<file path="config.mk">
export PLATFORM = sky130hd
export DESIGN_NAME = bitscan_sched_flat
export DESIGN_NICKNAME = d
export VERILOG_FILES = /design/src/rtl/bitscan_sched_if.sv /design/src/rtl/bitscan_sched.sv /design/src/flat_wrapper.sv
export SDC_FILE = /design/constraint.sdc
export NUM_CORES = 1
export LEC_CHECK = 0
export CAP_MARGIN = 10
export CORE_UTILIZATION = 40
export DETAILED_ROUTE_END_ITERATION = 8
export GPL_TIMING_DRIVEN = 0
export SLEW_MARGIN = 20
export SYNTH_ARGS = -nofsm -noshare
export SYNTH_HDL_FRONTEND = slang
export SYNTH_SLANG_ARGS = --single-unit
</file>
<file path="constraint.sdc">
create_clock -name clk_i -period 2.8 [get_ports clk_i]
set_input_delay 0.42 -clock clk_i [delete_from_list [all_inputs] [get_ports clk_i]]
set_output_delay 0.42 -clock clk_i [all_outputs]
set_load 0.03 [all_outputs]
</file>
<file path="src/rtl/bitscan_sched_if.sv">
// bitscan_sched_if: mask-load, index-issue and completion signals of the bit-scan sequencer.
interface bitscan_sched_if #(
    parameter int WIDTH = 34,
    parameter int CNT_W = $clog2(WIDTH),
    parameter int NUM_W = $clog2(WIDTH + 1)
);
    logic             flush_i;
    logic             load_valid_i;
    logic             load_ready_o;
    logic [WIDTH-1:0] load_mask_i;
    logic             idx_valid_o;
    logic             idx_ready_i;
    logic [CNT_W-1:0] idx_o;
    logic             idx_last_o;
    logic             busy_o;
    logic             done_o;
    logic [NUM_W-1:0] done_cnt_o;

    modport slave (
        input  flush_i, load_valid_i, load_mask_i, idx_ready_i,
        output load_ready_o, idx_valid_o, idx_o, idx_last_o, busy_o, done_o, done_cnt_o
    );

    modport master (
        output flush_i, load_valid_i, load_mask_i, idx_ready_i,
        input  load_ready_o, idx_valid_o, idx_o, idx_last_o, busy_o, done_o, done_cnt_o
    );
endinterface

</file>
<file path="src/rtl/bitscan_sched.sv">
// bitscan_sched: walks a mask and issues each set bit index, lowest first, one per handshake.
module bitscan_sched #(
    parameter int WIDTH = 34,
    parameter int CNT_W = $clog2(WIDTH),
    parameter int NUM_W = $clog2(WIDTH + 1)
) (
    input logic            clk_i,
    input logic            rst_i,
    bitscan_sched_if.slave bus
);
    typedef enum logic {IDLE, SCAN} state_t;

    state_t           state_q, state_d;
    logic [WIDTH-1:0] mask_q, mask_d, mask_rest;
    logic [NUM_W-1:0] issued_q, issued_d, done_cnt_q, done_cnt_d;
    logic             done_q, done_d;
    logic [CNT_W-1:0] idx;
    logic             last, hs;

    always_comb begin
        idx = '0;
        for (int i = WIDTH - 1; i >= 0; i--)
            if (mask_q[i]) idx = CNT_W'(i);
    end

    // mask & (mask-1) drops the lowest set bit; empty remainder means exactly one bit left
    assign mask_rest = mask_q & (mask_q - WIDTH'(1));
    assign last      = (state_q == SCAN) && (mask_q != '0) && (mask_rest == '0);
    assign hs        = (state_q == SCAN) && bus.idx_ready_i && !bus.flush_i;

    assign bus.load_ready_o = (state_q == IDLE) && !bus.flush_i;
    assign bus.idx_valid_o  = (state_q == SCAN);
    assign bus.busy_o       = (state_q == SCAN);
    assign bus.idx_o        = idx;
    assign bus.idx_last_o   = last;
    assign bus.done_o       = done_q;
    assign bus.done_cnt_o   = done_cnt_q;

    always_comb begin
        state_d    = state_q;
        mask_d     = mask_q;
        issued_d   = issued_q;
        done_d     = 1'b0;
        done_cnt_d = done_cnt_q;
        if (bus.flush_i) begin
            state_d  = IDLE;
            mask_d   = '0;
            issued_d = '0;
        end else if (state_q == IDLE && bus.load_valid_i) begin
            if (bus.load_mask_i != '0) begin
                state_d  = SCAN;
                mask_d   = bus.load_mask_i;
                issued_d = '0;
            end else begin
                done_d     = 1'b1;
                done_cnt_d = '0;
            end
        end else if (hs) begin
            mask_d   = mask_rest;
            issued_d = issued_q + NUM_W'(1);
            if (last) begin
                state_d    = IDLE;
                done_d     = 1'b1;
                done_cnt_d = issued_q + NUM_W'(1);
            end
        end
    end

    always_ff @(posedge clk_i) begin
        if (rst_i) begin
            state_q    <= IDLE;
            mask_q     <= '0;
            issued_q   <= '0;
            done_q     <= 1'b0;
            done_cnt_q <= '0;
        end else begin
            state_q    <= state_d;
            mask_q     <= mask_d;
            issued_q   <= issued_d;
            done_q     <= done_d;
            done_cnt_q <= done_cnt_d;
        end
    end
endmodule

</file>
<file path="src/flat_wrapper.sv">
// flat-port wrapper written by rule: the top's interface ports become plain ports
module bitscan_sched_flat 
#(
    parameter int WIDTH = 34,
    parameter int CNT_W = $clog2(WIDTH),
    parameter int NUM_W = $clog2(WIDTH + 1)
)
  (clk_i, rst_i, bus_flush_i, bus_load_valid_i, bus_load_mask_i, bus_idx_ready_i, bus_load_ready_o, bus_idx_valid_o, bus_idx_o, bus_idx_last_o, bus_busy_o, bus_done_o, bus_done_cnt_o);
  bitscan_sched_if #(.WIDTH(WIDTH), .CNT_W(CNT_W), .NUM_W(NUM_W)) bus_i ();
  input logic clk_i;
  input logic rst_i;
  input wire logic [$bits(bus_i.flush_i)-1:0] bus_flush_i;
  input wire logic [$bits(bus_i.load_valid_i)-1:0] bus_load_valid_i;
  input wire logic [$bits(bus_i.load_mask_i)-1:0] bus_load_mask_i;
  input wire logic [$bits(bus_i.idx_ready_i)-1:0] bus_idx_ready_i;
  output wire logic [$bits(bus_i.load_ready_o)-1:0] bus_load_ready_o;
  output wire logic [$bits(bus_i.idx_valid_o)-1:0] bus_idx_valid_o;
  output wire logic [$bits(bus_i.idx_o)-1:0] bus_idx_o;
  output wire logic [$bits(bus_i.idx_last_o)-1:0] bus_idx_last_o;
  output wire logic [$bits(bus_i.busy_o)-1:0] bus_busy_o;
  output wire logic [$bits(bus_i.done_o)-1:0] bus_done_o;
  output wire logic [$bits(bus_i.done_cnt_o)-1:0] bus_done_cnt_o;
  assign bus_i.flush_i = bus_flush_i;
  assign bus_i.load_valid_i = bus_load_valid_i;
  assign bus_i.load_mask_i = bus_load_mask_i;
  assign bus_i.idx_ready_i = bus_idx_ready_i;
  assign bus_load_ready_o = bus_i.load_ready_o;
  assign bus_idx_valid_o = bus_i.idx_valid_o;
  assign bus_idx_o = bus_i.idx_o;
  assign bus_idx_last_o = bus_i.idx_last_o;
  assign bus_busy_o = bus_i.busy_o;
  assign bus_done_o = bus_i.done_o;
  assign bus_done_cnt_o = bus_i.done_cnt_o;
  bitscan_sched #(.WIDTH(WIDTH), .CNT_W(CNT_W), .NUM_W(NUM_W)) u_core (.clk_i(clk_i), .rst_i(rst_i), .bus(bus_i));
endmodule
</file>
=== After elaboration in Yosys (flattened, before gate mapping) ===
Cells that the tools add are included.

* Multipliers: 0
* Reductions and logical operators: 16
* Add/subtract/negate cells: 2
* Shift-type cells: 0
* Divide/modulo/power cells: 0
* Equal/unequal tests: 2
* Bitwise operators: 3
* Order comparisons: 0
* Muxes and demuxes: 52

{| class="wikitable"
|+ Operator list
! operator !! number
|-
| 6-bit 2-to-1 mux || 41
|-
| 34-bit 2-to-1 mux || 3
|-
| 34-bit nonzero test || 2
|-
| 34-bit AND || 1
|-
| 34-bit logical NOT || 1
|-
| 34-bit by 1-bit subtractor with 34-bit output (second input constant) || 1
|-
| 1-bit 2-to-1 mux || 8
|-
| 6-bit by 1-bit adder with 6-bit output (second input constant) || 1
|-
| 1-bit logical AND || 6
|-
| 2-bit != test (second input constant) || 2
|-
| 4-bit AND reduction || 1
|-
| 2-bit nonzero test || 2
|-
| 3-bit AND reduction || 1
|-
| 1-bit NOT || 2
|-
| 2-bit AND reduction || 1
|-
| 2-bit OR reduction || 1
|-
| 1-bit logical NOT || 1
|}

* Bits in writable memories: 0
* Word-level logic and storage cells: 80
* Bits in latches: 0
* Memories kept: 0
* Bits in registers: 48
* ROM bits: 0
* Output and inout bits: 17

=== Depth between registers and ports, before layout ===
Gate-level depths: netlist of run 1.

* Depth after elaboration: 34
* Gate-level depth with buffers: 11

=== Least setup slack after synthesis of run 1 ===
No wires, ideal clock.

* Kind: register to output
* Start point: register u_core.mask_q[5]
* End point: output port bus_idx_o[0]
* Setup slack: 199 ps
* Required time: 2380 ps
* Stages on the path, launching flop included: 8
* Arrival: 2181 ps
* Cells stage by stage: dfxtp_1 clkbuf_1 inv_1 a2111oi_0 o21ai_0 nor4_1 o21ai_0 o21ai_0

* Word-level cells in the longest chain between the ends: 6

{| class="wikitable"
|+ Ends and longest elaborated chain
! item !! RTL line !! source
|-
| start: declaration || bitscan_sched.sv:14 || <nowiki>logic [WIDTH-1:0] mask_q, mask_d, mask_rest;</nowiki>
|-
| start signal: assignment || bitscan_sched.sv:78 || <nowiki>mask_q <= mask_d;</nowiki>
|-
| 6-bit 2-to-1 mux (6 in a row) || bitscan_sched.sv:23 || <nowiki>if (mask_q[i]) idx = CNT_W'(i);</nowiki>
|-
| end: declaration || flat_wrapper.sv:18 || <nowiki>output wire logic [$bits(bus_i.idx_o)-1:0] bus_idx_o;</nowiki>
|}

Every way passes these cells.

=== Worst setup path after layout of run 1 ===
* Start point: register u_core.mask_q[21]
* End point: output port bus_idx_last_o

* Word-level cells in the longest chain between the ends: 4
* Elaborated cells between the ends (all ways): 6

{| class="wikitable"
|+ Ends and longest elaborated chain
! item !! RTL line !! source
|-
| 34-bit by 1-bit subtractor with 34-bit output || bitscan_sched.sv:27 || <nowiki>assign mask_rest = mask_q & (mask_q - WIDTH'(1));</nowiki>
|-
| 34-bit AND || bitscan_sched.sv:27 ||
|-
| 34-bit logical NOT || bitscan_sched.sv:28 || <nowiki>assign last = (state_q == SCAN) && (mask_q != '0) && (mask_rest == '0);</nowiki>
|-
| 1-bit logical AND * || bitscan_sched.sv:28 ||
|-
| end: declaration || flat_wrapper.sv:19 || <nowiki>output wire logic [$bits(bus_i.idx_last_o)-1:0] bus_idx_last_o;</nowiki>
|}

Mark *: on every way between the ends. The rest lies on a longest branch, timed or not.

==> results of run 1 <==
## worst max-delay path: stages (launching register included)
cell,delay [ns]
dfxtp_1,0.32
buf_6,0.13
or4_4,0.56
nor4_4,0.31
and3_4,0.25
nand2_1,0.07
a211oi_2,0.28
and3_4,0.23
buf_6,0.12
## where the power goes
| part | switching (mW) | internal, mW | leakage (nW) | total (mW) |
|---|---|---|---|---|
| clock | 0.268 | 0.270 | 0.0548 | 0.538 |
| combinational | 0.368 | 0.280 | 1.15 | 0.649 |
| sequential | 0.0287 | 0.699 | 0.394 | 0.728 |
## sequential cells by signal, summed over array words and instances, names as in the netlist
name,count
u_core.bus.busy_o,1
u_core.bus.done_o,1
u_core.mask_q,34
u_core.issued_q,6
u_core.bus.done_cnt_o,6
## how the worst min path moves through the flow
stage / cells after the start / end / slack, ns
floorplan: 2 / u_core.mask_q[33]$_SDFFE_PP0P_ / 0.45
global placement: 1 / u_core.bus.done_cnt_o[0]$_SDFFE_PP0P_ / 0.45
detailed placement: 1 / u_core.bus.done_cnt_o[0]$_SDFFE_PP0P_ / 0.45
CTS: 1 / u_core.bus.done_cnt_o[5]$_SDFFE_PP0P_ / 0.48
global route: 1 / u_core.bus.done_cnt_o[5]$_SDFFE_PP0P_ / 0.49
finish: 1 / u_core.bus.done_cnt_o[0]$_SDFFE_PP0P_ / 0.48
## cells by family (layout without fill, tap and decap cells)
kind of cell | Yosys count | count (layout)
and+or+nand+nor | 181 | 181
xor gates and xnor gates | 4 | 4
adders and majority gates | 2 | 2
DFF | 48 | 48
muxes | 1 | 1
buffers and inverters | 44 | 122
AOI/OAI and AO/OA | 152 | 152
## per-stage QoR
| step | worst slack (ns) | cell area, um2 | std cells | hold slack (ns) | utilization |
|---|---|---|---|---|---|
| floorplan | 0.199 | 3170 | 432 | 0.449 | - |
| detailed placement | -0.980 | 3850 | 589 | 0.452 | 0.501 |
| CTS | -0.164 | 4230 | 607 | 0.482 | 0.550 |
| global placement | -1.44 | 3840 | 589 | 0.451 | 0.500 |
| global route | -0.281 | 4330 | 612 | 0.487 | 0.563 |
| finish | -0.214 | 4330 | 612 | 0.475 | 0.563 |
## placed cells by master, fill, tap and decap left out, types with 5 or more instances in the layout
cell type / instances
buf_6: 6
a22oi_1: 22
nor4_4: 8
buf_4: 26
a211oi_1: 5
nand2_1: 37
clkdlybuf4s50_1: 48
clkbuf_2: 7
nor2_1: 62
inv_1: 7
nor4_1: 11
o21ai_0: 45
clkbuf_8: 6
nand3_1: 8
dfxtp_1: 40
dfxtp_2: 7
clkbuf_1: 10
nor3_1: 14
a21oi_1: 40
## timing repair
item                                    4_1_cts  5_1_grt
gates resized for setup                      61       34
endpoints found under the setup margin       48       29
setup buffers                                14        8
pin swaps                                    19       14
gates cloned                                  0        0
## layout make-up
cell class              count  area, um2
multi-input cells         340       2200
repair buffers             77        699
clock inverters             3       46.3
inverters                   7       26.3
flip-flops and latches     48        973
fillers                   745       3360
well taps                 102        128
plain buffers              30        188
clock buffers               5       68.8
## layer usage
layer,vias up,global-route usage,share of wire
met2,190,0.418,0.44
met3,38,0.0343,0.078
met4,0,0.135,0.037
li1,1748,-,-
met1,1765,0.374,0.44
met5,-,0,0
==> run_results.csv, run 1 <==
group,metric,value,unit
status,status,"complete, but fails checks",
status,violations,"negative setup slack",
clock_tree,cts_hold_buf,0,
power,ir_drop,0.280,mV
placement,port_buffers,55,
sta,setup_slack,-0.214,ns
power,powerDensity,442,nW/um2
synth,synth_ff_type,"dfxtp_1",
setup_path,reg2reg_from,"u_core.mask_q[2]$_SDFFE_PP0P_",
synth,synth-compound-area-share,0.301,
route,wl,11500,um
synth,post-synth-top-count-cell,"nor2_1",
grt,grt_pass1_vias,3383,
synth,synth-adder-area-share,0.00711,
final_layout,syn2layout_area_growth,36.8,%
floorplanning,die_x,91.0,um
setup_path,timing.rr.end,"u_core.bus.done_cnt_o[4]$_SDFFE_PP0P_",
floorplanning,core.rowCount,32,
setup_path,startpoint_type,"flip-flop",
grt,grt-ovfl-total,0,
worst_hold_path,hold_path_class,"flip-flop to flip-flop",
clock_tree,clk_pin_slew,0.10,ns
floorplanning,die_height,91.0,um
clock_tree,clock-sinks,48,
route,via_per_inst,6.11,
clock_tree,root_buffer,"clkbuf_8",
placement,dp_hpwl,7940,um
setup_path,rrSetupSlack,0.01,ns
synth,synth-edff-count,0,
floorplanning,initial_core_util,0.412,
final_layout,antenna_cells,0,
final_layout,drive_gt1_frac,0.204,
setup_path,endpoint,"bus_idx_last_o",
setup_path,rr_worst_depth,9,
sta,fin_tns_setup,-0.214,ns
sta,post-route-min-period,3.01,ns
floorplanning,io_pins,56,
synth,synth_top_area_frac,0.304,
power,leakage,1.60,nW
synth,ys_seq_elements,48,
synth,syn_area,3170,um2
sta,fin_crit_sh,1.08,
flow_run,cap_violations,0,
synth,synth_cell_types,59,
sta,finalMaxSlewViolations,0,
clock_tree,cts-buffers-inserted,5,
synth,synth_common_cells,"nor2_1, dfxtp_1, o21ai_0, a21oi_1, nand2_1",
synth,avgSynthCellArea,7.33,um2
route,vias,3741,
synth,synth_area_leaders,"dfxtp_1, nor2_1, o21ai_0",
sta,worst_pin_slew,0.774,ns
worst_hold_path,hp-start,"u_core.bus.done_cnt_o[0]$_SDFFE_PP0P_",
sta,fmax,332,MHz
setup_path,crit_required,2.38,ns
synth,syn_nets,472,
setup_path,critPathLaunch,"u_core.mask_q[21]$_SDFFE_PP0P_",
route,ant_nets,0,
synth,ys_seq_area_frac,0.304,
clock_tree,clkLatencyLatePin,0.31,ns
synth,synthXorXnorAreaFrac,0.0111,
route,drc_errors,0,
setup_path,path_class,"flip-flop to output port",
route,dr.pass1.iters,5,
synth,netlist_instances,432,
power,power,1.91,mW
floorplanning,coreArea,7690,um2
clock_tree,cts_tree,"built",
synth,synth.area.mux_share,0.00316,
synth,synth_simple_gate_area_share,0.299,
sta,setup_viol,1,
sta,hold_viol_final,0,
clock_tree,cts_buffer_depth,2,
setup_path,worstPathMaxFanout,10,
route,drtIter0Drc,387,
synth,ys_warn_count,0,
sta,clock_skew,0.00849,ns
synth,synth_top_family_by_area,"compound AO/OA/AOI/OAI gates",
grt,grt_pass1_wl,17700,um
clock_tree,htree_levels,2,
grt,grt.total_usage,0.272,
final_layout,finalNetCount,549,
setup_path,cp.arrival,2.59,ns
grt,grt_max_degree,17,
floorplanning,die-area,8270,um2
sta,grt_setup_unrepaired,"true",
placement,gp_congestion,0.950,
synth,synth_top_area_cell,"dfxtp_1",
grt,antenna_found_initial,0,
route,wl_per_cell,18.8,um
setup_path,endpoint_kind,"output port",
synth,synthArstFlopShare,0,
sta,maxSlewHeadroom,0.482,
Power figures use the tool's default switching activity.
==> run 2, diff against run 1 <==
Settings changed: GPL_TIMING_DRIVEN 0 to unset, SETUP_SLACK_MARGIN set to 0.02.
==> run 2 against run 1 <==
Effect of this change: the run still ends with negative setup slack left; register-to-register slack better by 0.09 ns; clock skew down 0.0025 ns; maximum frequency up 2.4%; hold slack worse by 0.0055 ns; critical path type unchanged; global-route usage down 1.2 points.
==> run_results.csv, run 2 (synthesis gave the netlist of run 1 again) <==
group,metric,value,unit
status,status,"complete, but fails checks",
status,violations,"negative setup slack",
setup_path,worst-path-buf-inv,3,
final_layout,finalNetCount,563,
grt,grt-ovfl-total,0,
setup_path,rrSetupSlack,0.10,ns
worst_hold_path,hold_path_class,"flip-flop to flip-flop",
route,drtIter0Drc,288,
sta,post-route-min-period,2.94,ns
floorplanning,die_height,91.0,um
setup_path,cp.arrival,2.52,ns
setup_path,worstPathMaxFanout,3,
sta,worst_pin_slew,0.462,ns
worst_hold_path,min_to,"u_core.bus.done_cnt_o[4]$_SDFFE_PP0P_",
grt,grt_max_degree,43,
setup_path,reg2reg_from,"u_core.mask_q[1]$_SDFFE_PP0P_",
route,via_per_inst,5.87,
final_layout,layout_common_cells,"buf_4, nor2_1, clkdlybuf4s50_1",
sta,maxSlewHeadroom,0.692,
floorplanning,coreArea,7690,um2
clock_tree,cts_tree,"built",
route,wl_met1,4710,um
sta,hold_viol_final,0,
power,combPwrFrac,0.341,
grt,antenna_found_initial,0,
setup_path,worstPathCellList,"nor4_4 -> nand3_1 -> buf_4 -> a221oi_4 -> nand3_2 -> nor4_4 -> buf_4 -> and3_4 -> buf_6",
clock_tree,cts_buffer_depth,2,
route,top_layer,"met4",
clock_tree,clock-sinks,48,
clock_tree,clk_pin_slew,0.09,ns
power,leakage,1.70,nW
floorplanning,io_pins,56,
route,wl,10600,um
final_layout,syn2layout_area_growth,39.8,%
power,power.switching,626,uW
setup_path,critPathLaunch,"u_core.mask_q[1]$_SDFFE_PP0P_",
sta,finalMaxSlewViolations,0,
clock_tree,cts_hold_buf,0,
grt,grt.total_usage,0.260,
setup_path,startpoint_type,"flip-flop",
route,wl_per_cell,16.9,um
flow_run,cap_violations,0,
floorplanning,die_x,91.0,um
final_layout,design_area,4430,um2
power,seqPwrFrac,0.375,
final_layout,final_common_cell,"buf_4",
setup_path,timing.rr.end,"u_core.bus.done_cnt_o[1]$_SDFFE_PP0P_",
power,powerDensity,432,nW/um2
clock_tree,htree_levels,2,
setup_path,rr_worst_depth,10,
power,p_sw_frac,0.327,
setup_path,crit_family,"simple AND/OR/NAND/NOR gates",
route,wl_met2,4990,um
route,dr.pass1.iters,5,
route,wl_met3,565,um
worst_hold_path,hp-start,"u_core.bus.done_cnt_o[4]$_SDFFE_PP0P_",
sta,fmax,340,MHz
worst_hold_path,hold_depth,1,
route,drc_errors,0,
power,ir_drop,0.204,mV
sta,fin_crit_sh,1.05,
route,vias,3673,
power,clockPowerShare,0.284,
clock_tree,clkLatencyLatePin,0.32,ns
final_layout,seqCellArea,970,um2
final_layout,multi_input_area,2140,um2
setup_path,endpoint_kind,"output port",
floorplanning,core.rowCount,32,
clock_tree,root_buffer,"clkbuf_8",
final_layout,regMostFlops,"u_core.mask_q",
floorplanning,initial_core_util,0.412,
power,intPower,1.29,mW
grt,grt_pass1_vias,3501,
clock_tree,cts-buffers-inserted,5,
placement,port_buffers,55,
grt,grt_pass1_wl,17200,um
final_layout,drive_gt1_frac,0.237,
sta,setup_viol,1,
sta,clock_skew,0.00603,ns
floorplanning,die-area,8270,um2
route,ant_nets,0,
final_layout,largest_reg_flops,34,
placement,dp_hpwl,7660,um
setup_path,critPathSlowestCell,"nor4_4",
placement,gp_congestion,0.964,
final_layout,fin_util,0.576,
sta,grt_setup_unrepaired,"true",
sta,setup_slack,-0.143,ns
setup_path,crit_required,2.38,ns
placement,place_area,4070,um2
setup_path,path_class,"flip-flop to output port",
final_layout,antenna_cells,0,
setup_path,max_stage_delay,0.37,ns
final_layout,nFillCells,759,
[run 2: cell types whose count changed in the layout (fill, tap and decap cells not counted), moves of 4 or more]
cell      change
buf_4        +41
buf_6         -4
clkbuf_1     -10
clkbuf_2      -7
nor2_2        +4
[run 2: timing repair]
item	CTS	global route
pin swaps	7	16
buffers inserted	4	3
endpoints found under the setup margin	6	9
endpoints found under the hold margin	0	0
gates resized for setup	23	22
[run 2: cell type report]
type / count / share of cell area
Inverter: 7 / 0.00594
Clock buffer: 6 / 0.0187
Sequential cell: 48 / 0.219
Timing Repair Buffer: 121 / 0.235
Multi-Input combinational cell: 340 / 0.484
Tap cell: 102 / 0.0288
Clock inverter: 2 / 0.00876
[run 2: worst max-delay path by stage]
stage	cells after the start	slack [ns]	to
2_1_floorplan	7	0.20	bus_idx_o[0]
3_3_place_gp	9	-0.06	u_core.bus.done_cnt_o[3]$_SDFFE_PP0P_
3_5_place_dp	9	-0.06	u_core.bus.done_cnt_o[1]$_SDFFE_PP0P_
4_1_cts	10	-0.15	bus_idx_last_o
5_1_grt	9	-0.23	bus_idx_last_o
6_report	9	-0.14	bus_idx_last_o
[run 2: metal layers]
metal | GRT usage | vias up
met5 | 0 | -
li1 | - | 1770
met2 | 0.422 | 132
met3 | 0.0394 | 27
met4 | 0.116 | 0
met1 | 0.342 | 1744
[run 2: power by group through the flow]
stage | clock (mW) | combinational (mW) | sequential, mW
finish | 0.544 | 0.653 | 0.717
global route | 0.577 | 0.705 | 0.720
CTS | 0.557 | 0.614 | 0.718
detailed placement | 0 | 0.580 | 0.733
global placement | 0 | 0.579 | 0.733
floorplan | 0 | 0.348 | 0.730
[run 2: per-stage QoR]
stage               TNS, ns  std cells  hold WS [ns]  setup WS, ns  power (mW)
floorplan                 0        432         0.449         0.199        1.08
global placement     -0.188        611         0.458       -0.0632        1.31
detailed placement   -0.159        611         0.446       -0.0574        1.31
CTS                  -0.152        623         0.477        -0.152        1.89
global route         -0.233        626         0.490        -0.233        2.00
finish               -0.143        626         0.470        -0.143        1.91
==> run 3, diff against run 2 <==
Settings changed: CORE_UTILIZATION 40 to 30.
==> run 3 against run 2 <==
Effect of this change: the flow still finishes with violations (negative setup slack); hold slack gained 0.014 ns; via count grew 0.74%; global-route usage shrank 6.0 points; largest cell class unchanged; largest power group unchanged.
==> run_results.csv, run 3 (synthesis gave the netlist of run 1 again) <==
group,metric,value,unit
final_layout,antenna_cells,0,
sta,setup_slack,-0.153,ns
power,seqPwrFrac,0.374,
sta,fin_tns_setup,-0.153,ns
route,ant_nets,0,
status,violations,"negative setup slack",
clock_tree,clkLatencyLatePin,0.31,ns
clock_tree,clk_pin_slew,0.09,ns
setup_path,startpoint_type,"flip-flop",
setup_path,critPathSlowestCell,"or4_4",
sta,maxSlewHeadroom,0.706,
sta,post-route-min-period,2.95,ns
grt,antenna_found_initial,0,
placement,dpl_worst_slack,-0.0159,ns
setup_path,endpoint_kind,"output port",
route,vias,3700,
setup_path,path_class,"flip-flop to output port",
sta,grt_setup_unrepaired,"true",
power,ir_drop,0.315,mV
final_layout,multi_input_area,2170,um2
route,wl,11200,um
grt,use_met3,0.0349,
grt,grt_pass1_vias,3578,
final_layout,design_area,4570,um2
route,dr.pass1.iters,5,
power,combPwrFrac,0.357,
grt,gr-max-usage-layer,"met2",
worst_hold_path,hold_path_class,"flip-flop to flip-flop",
sta,finalMaxSlewViolations,0,
final_layout,drive_gt1_frac,0.261,
final_layout,syn2layout_area_growth,44.5,%
clock_tree,cts_tree,"built",
placement,dp_hpwl,8070,um
grt,grt_max_degree,37,
floorplanning,core.rowCount,37,
final_layout,regMostFlops,"u_core.mask_q",
route,drc_errors,0,
status,status,"complete, but fails checks",
floorplanning,die_x,105,um
clock_tree,root_buffer,"clkbuf_8",
floorplanning,io_pins,56,
grt,grt.total_usage,0.200,
clock_tree,clock-sinks,48,
floorplanning,initial_core_util,0.308,
setup_path,crit_required,2.38,ns
flow_run,cap_violations,0,
final_layout,seqCellArea,971,um2
power,leakage,1.76,nW
power,p_sw_frac,0.332,
sta,fmax,339,MHz
placement,gp_congestion,0.923,
power,powerDensity,419,nW/um2
grt,gr-usage-met2,0.333,
power,intPower,1.28,mW
sta,setup_viol,1,
setup_path,worstPathMaxFanout,3,
grt,grt_pass1_wl,17700,um
sta,hold_viol_final,0,
final_layout,layout_common_cells,"buf_4, nor2_1, clkdlybuf4s50_1",
final_layout,finalNetCount,571,
route,wl_per_cell,16.7,um
sta,timing.hold.ws,0.484,ns
floorplanning,die_height,105,um
placement,place_area,4170,um2
setup_path,cp.arrival,2.53,ns
clock_tree,cts_buffer_depth,2,
setup_path,max_stage_delay,0.57,ns
route,drtIter0Drc,247,
setup_path,worstPathCellList,"or4_4 -> nor4_4 -> and3_4 -> mux2i_2 -> a211oi_2 -> and3_4 -> buf_6",
grt,grt-ovfl-total,0,
power,clockPowerShare,0.268,
final_layout,largest_reg_flops,34,
final_layout,final_common_cell,"buf_4",
placement,port_buffers,55,
clock_tree,cts-buffers-inserted,5,
sta,clock_skew,0.0106,ns
route,via_per_inst,5.54,
grt,grt_util_met1,0.255,
floorplanning,coreArea,10300,um2
power,power.switching,636,uW
floorplanning,die-area,11000,um2
clock_tree,htree_levels,2,
sta,worst_pin_slew,0.442,ns
sta,fin_crit_sh,1.05,
setup_path,cp_common_cell,"and3_4",
final_layout,nFillCells,1068,
==> run 3: cell count changes in the layout (fill, tap and decap cells not counted), sizes merged <==
cell	previous run	this run
dlygate4sd2	4	2
buf	69	77
clkinvlp	0	1
dlymetal6s2s	0	1
==> run 3: repair_timing <==
item                       in CTS  in global routing
gates cloned                    0                  0
resized for setup              22                 37
buffers inserted                3                  7
pin swaps                       8                 21
setup endpoints to repair      12                 12
hold buffers                    0                  0
==> run 3: critical path: cells and delay by family (launching register included) <==
family                 cells  cell delay (ns)
AO/OA/AOI/OAI              1             0.31
buffers and inverters      1             0.12
flip-flops                 1             0.34
multiplexers               1             0.08
AND/OR/NAND/NOR            4             1.38
==> run 3: through the flow <==
| step | instances | util | power (mW) |
|---|---|---|---|
| final | 668 | 0.445 | 1.92 |
| after global routing | 668 | 0.445 | 2.02 |
| after CTS | 662 | 0.428 | 1.88 |
| after detailed placement | 651 | 0.406 | 1.34 |
| after global placement | 651 | 0.406 | 1.34 |
| after floorplan | 432 | - | 1.08 |
==> run 3: metal layers <==
metal	share of wire	wire, um
met5	0	0
met4	0.029	328
met3	0.053	596
met2	0.47	5310
met1	0.44	4940
==> run 3: path summary, 6_finish.rpt <==
path / start / endpoint / slack, ns / cells after the start
worst min-delay path: u_core.bus.done_cnt_o[5]$_SDFFE_PP0P_ / u_core.bus.done_cnt_o[5]$_SDFFE_PP0P_ / 0.48 / 1
worst min register to register: u_core.bus.done_cnt_o[5]$_SDFFE_PP0P_ / u_core.bus.done_cnt_o[5]$_SDFFE_PP0P_ / 0.48 / 1
worst max-delay path: u_core.mask_q[31]$_SDFFE_PP0P_ / bus_idx_last_o / -0.15 / 7
worst max register to register: u_core.mask_q[31]$_SDFFE_PP0P_ / u_core.bus.done_cnt_o[3]$_SDFFE_PP0P_ / 0.10 / 9
==> run 3: power by group through the flow <==
stage          Sequential (mW)  Combinational, mW  Clock (mW)
2_1_floorplan            0.730              0.348           0
3_3_place_gp             0.731              0.604           0
3_5_place_dp             0.732              0.606           0
4_1_cts                  0.717              0.635       0.527
5_1_grt                  0.720              0.733       0.565
6_report                 0.718              0.686       0.515
==> run 3: cell type report <==
type | count | area share
inverter | 7 | 0.00574
sequential | 48 | 0.212
clock inverter | 3 | 0.00930
multi-input combinational | 340 | 0.474
tap | 136 | 0.0372
timing repair buffer | 129 | 0.247
clock buffer | 5 | 0.0150
